--- src/rtl/behav_counter_block.sv ---
// 8-bit up/down counter with programmable step, prescaler, masked parallel
// load, a combinational wrap-pending flag and a stretchable carry/borrow pulse.
module behav_counter_block #(
    parameter int DATA_WIDTH = 1,
    parameter int KEEP_WIDTH = 1,
    parameter int HDR_WIDTH  = 1
) (
    input  logic       clk,
    input  logic       clear,
    input  logic [7:0] d,
    input  logic       load,
    input  logic [7:0] load_b,
    input  logic       up_down,
    output logic [7:0] qd,
    output logic       qd_b,
    output logic       qd_c
);

    localparam logic [7:0] STEP     = 8'(DATA_WIDTH);
    localparam logic [7:0] KEEP     = 8'(KEEP_WIDTH);
    localparam logic [7:0] PRE_LAST = 8'(HDR_WIDTH - 1);

    logic [7:0] r_cnt;
    logic [7:0] r_pre;
    logic [7:0] r_str;

    logic [8:0] w_sum;
    logic [8:0] w_diff;
    logic       w_tick;
    logic       w_wrap_next;
    logic       w_wrap;
    logic [7:0] w_loaded;

    // Bit 8 of the sum/difference is the carry/borrow of the next step.
    assign w_sum       = {1'b0, r_cnt} + {1'b0, STEP};
    assign w_diff      = {1'b0, r_cnt} - {1'b0, STEP};
    assign w_tick      = (r_pre == PRE_LAST);
    assign w_wrap_next = up_down ? w_sum[8] : w_diff[8];
    assign w_wrap      = !load && w_tick && w_wrap_next;
    assign w_loaded    = (d & load_b) | (r_cnt & ~load_b);

    always_ff @(posedge clk or negedge clear) begin
        if (!clear) begin
            r_cnt <= 8'h00;
            r_pre <= 8'h00;
        end else if (load) begin
            r_cnt <= w_loaded;
            r_pre <= 8'h00;
        end else if (w_tick) begin
            r_cnt <= up_down ? w_sum[7:0] : w_diff[7:0];
            r_pre <= 8'h00;
        end else begin
            r_pre <= r_pre + 8'h01;
        end
    end

    // A wrap while the pulse is still active reloads the stretch count.
    always_ff @(posedge clk or negedge clear) begin
        if (!clear) begin
            r_str <= 8'h00;
        end else if (w_wrap) begin
            r_str <= KEEP;
        end else if (r_str != 8'h00) begin
            r_str <= r_str - 8'h01;
        end
    end

    assign qd   = r_cnt;
    assign qd_b = w_wrap_next;
    assign qd_c = (r_str != 8'h00);

endmodule

--- config.mk ---
export PLATFORM = sky130hd
export DESIGN_NAME = behav_counter_block
export DESIGN_NICKNAME = d
export VERILOG_FILES = /design/src/rtl/behav_counter_block.sv
export SDC_FILE = /design/constraint.sdc
export NUM_CORES = 1
export LEC_CHECK = 0
export CORE_UTILIZATION = 25
export CTS_BUF_LIST = sky130_fd_sc_hd__clkbuf_8
export DETAILED_ROUTE_END_ITERATION = 6
export RECOVER_POWER = 25
export SLEW_MARGIN = 20
export SYNTH_ARGS = -nofsm -noshare
export SYNTH_HDL_FRONTEND = slang
export SYNTH_SLANG_ARGS = --single-unit
--- constraint.sdc ---
create_clock -name clk -period 3.15 [get_ports clk]
set_input_delay 0.4725 -clock clk [delete_from_list [all_inputs] [get_ports clk]]
set_output_delay 0.4725 -clock clk [all_outputs]
set_load 0.01 [all_outputs]
==> results.json <==
{
  "viasPerCell": 4.76,
  "synth_seq_cells": 24,
  "initial_core_util_pct": 25.9,
  "vias": 1284,
  "crit_path_cell_trace": "clkdlybuf4s50_1, and4_2, nand4_1, nand2_1, clkdlybuf4s50_1",
  "synth_largest_area_cell": "dfrtp_1",
  "drtAntennaViolNets": 0,
  "ys.flop_type": "dfrtp_1",
  "cts_tree": "yes",
  "cts_resized": 0,
  "cts-htree-levels": 1,
  "ctsRootBufferMaster": "clkbuf_8",
  "syn_area_sq_um": 1550,
  "drt-initial-drc-count": 35,
  "pwr_density_cell_nw_per_um2": 679,
  "grt-ovfl-total": 0,
  "grt_max_degree": 25,
  "period_needed_ps": 2670,
  "syn_to_final_growth_pct": 27.6,
  "antenna_found_initial": 0,
  "dr.pass1.iters": 4,
  "hold_viol_final": 0,
  "critPathCaptureType": "output port",
  "yosys-top-cells-area": "dfrtp_1 39%, mux2i_1 5.8%, xor2_1 5.7%",
  "synth.area.mux_share_pct": 7.29,
  "synthSimpleGateAreaFrac_pct": 27.6,
  "regArea_sq_um": 601,
  "crit_path_max_incr_delay_ps": 640,
  "layout_commonest_cell": "clkdlybuf4s50_1",
  "worst_ep_arrival_time_ps": 2200,
  "synthXorXnorAreaFrac_pct": 7.94,
  "grtUsageTotal_pct": 11.7,
  "status": "finished clean",
  "syn-instance-count": 164,
  "setup_viol": 0,
  "synth_seq_area_share_pct": 38.9,
  "fmax_ghz": 0.375,
  "multi_input_area_sq_um": 883,
  "die-area_sq_um": 6500,
  "syn_nets": 190,
  "core_sq_um": 5960,
  "fillers": 632,
  "final_cell_mix": "28 x clkdlybuf4s50_1, 24 x dfrtp_1, 12 x nor2_1, 12 x nand2_1, 11 x nand3_1",
  "die_y_um": 80.6,
  "cts_buffer_depth": 2,
  "p_leak_uw": 0.000801,
  "synth.top_cell.area_share_pct": 38.9,
  "clk_latency_ps": 270,
  "fin_worst_skew_ps": 3.35,
  "post-route-drc-count": 0,
  "maxSlewHeadroom_pct": 9.57,
  "startpoint_type": "input pin",
  "final_nets": 222,
  "num_antenna_cells": 0,
  "worst-path-buf-inv": 2,
  "clock_sinks": 24,
  "hp-class": "reg2reg",
  "hold_start": "r_pre[0]$_DFF_PN0_",
  "grt_pass1_wl_um": 5710,
  "postSynth.asyncResetShare_pct": 100,
  "cp_max_fo": 9,
  "finalCritPeriodShare_pct": 84.7,
  "place.gp.congestion": 0.775,
  "drv_slew": 0,
  "cpLargestDelayFamily": "buffers and inverters",
  "timing.final.ws_setup_ps": 481,
  "startpoint": "up_down",
  "cts_hold_buf": 0,
  "synth-compound-area-share_pct": 9.47,
  "rows": 28,
  "vdd.ir_drop.worst_uv": 345,
  "critPathRequiredTime_ps": 2680,
  "routed_wl_um": 3320,
  "hpwl_um": 2420,
  "grt_pass1_vias": 1245,
  "design.portCount": 30,
  "maxCapViolCount": 0,
  "worst_pin_slew_ps": 1360,
  "drive_gt1_share_pct": 8.21,
  "rsz0062_at_grt": "false",
  "crit_path_frequent_cell": "clkdlybuf4s50_1",
  "synth-edff-count": 0,
  "synth_top_family_by_area": "simple AND/OR/NAND/NOR gates",
  "port_buffers": 29,
  "cp_slowest_cell": "clkdlybuf4s50_1",
  "yosys_warnings": 0,
  "avgSynthCellArea_sq_um": 9.42,
  "crit_type": "in2out",
  "die_w_um": 80.6,
  "setup_tns_ps": 0,
  "path_clk_slew_ps": 90,
  "pre_cts_ws_ps": 473,
  "yosys.area_share.adder_pct": 4.86,
  "wl_per_cell_um": 12.3,
  "r2r_start": "r_pre[0]$_DFF_PN0_",
  "post_cts_buffers": 0,
  "cts_buffers": 3,
  "synth_cell_types": 44
}
==> synth_stat cells, types with 3 or more instances <==
cell type,n
a21oi_1,7
and3_1,3
dfrtp_1,24
ha_1,6
inv_1,8
mux2i_1,9
nand2_1,12
nand2b_1,3
nand3_1,11
nand4_1,4
nor2_1,12
nor3_1,8
nor4_1,3
o211ai_1,4
o21ai_0,4
xnor2_1,4
xor2_1,10
==> layer usage <==
metal	up-vias	global-route usage (%)	share of wire (%)
met5	-	0	0
met4	0	4.82	1.7
met3	4	3.07	3.6
met2	23	18.1	46
met1	604	15.1	49
li1	653	-	-
==> worst paths after layout <==
path	to	slack, ps	depth (start not counted)
worst max-delay path	qd_b	480	5
worst min-delay path	r_pre[0]$_DFF_PN0_	560	1
worst max register to register	flip-flop	820	6
worst min register to register	r_pre[0]$_DFF_PN0_	560	1
max in group asynchronous	async pin	1330	2
min in group asynchronous	r_str[6]$_DFFE_PN0P_	1030	2
==> where the power goes <==
part | switching (uW) | total [uW] | internal, uW
clock | 101 | 213 | 112
sequential | 150 | 555 | 406
combinational | 270 | 569 | 300
==> stage by stage <==
step                instance area, sq um  hold WS (ps)  power, uW  instances  util (%)
finish                              1970           560       1340        270      33.1
global route                        1970           583       1460        270      33.1
CTS                                 1980           552       1350        270      33.2
detailed placement                  1920           540       1130        266      32.2
global placement                    1920           531       1130        266      32.2
floorplan                           1550           177        928        164         -
==> cells by family after synthesis <==
| kind of cell | Yosys count |
|---|---|
| mux | 11 |
| simple gates | 74 |
| flops | 24 |
| xor+xnor | 14 |
| compound gates | 22 |
| buf+inv | 13 |
| fa+ha+maj | 6 |
==> area by class of cell <==
cell class                 count  share of cell area, %
clock buffer                   4                   2.79
inverter                       8                   1.52
multi-input combinational    127                   44.8
sequential                    24                   30.5
tap                           75                   4.76
timing repair buffer          32                   15.7
Note: power is estimated with default switching activity, not from simulation.
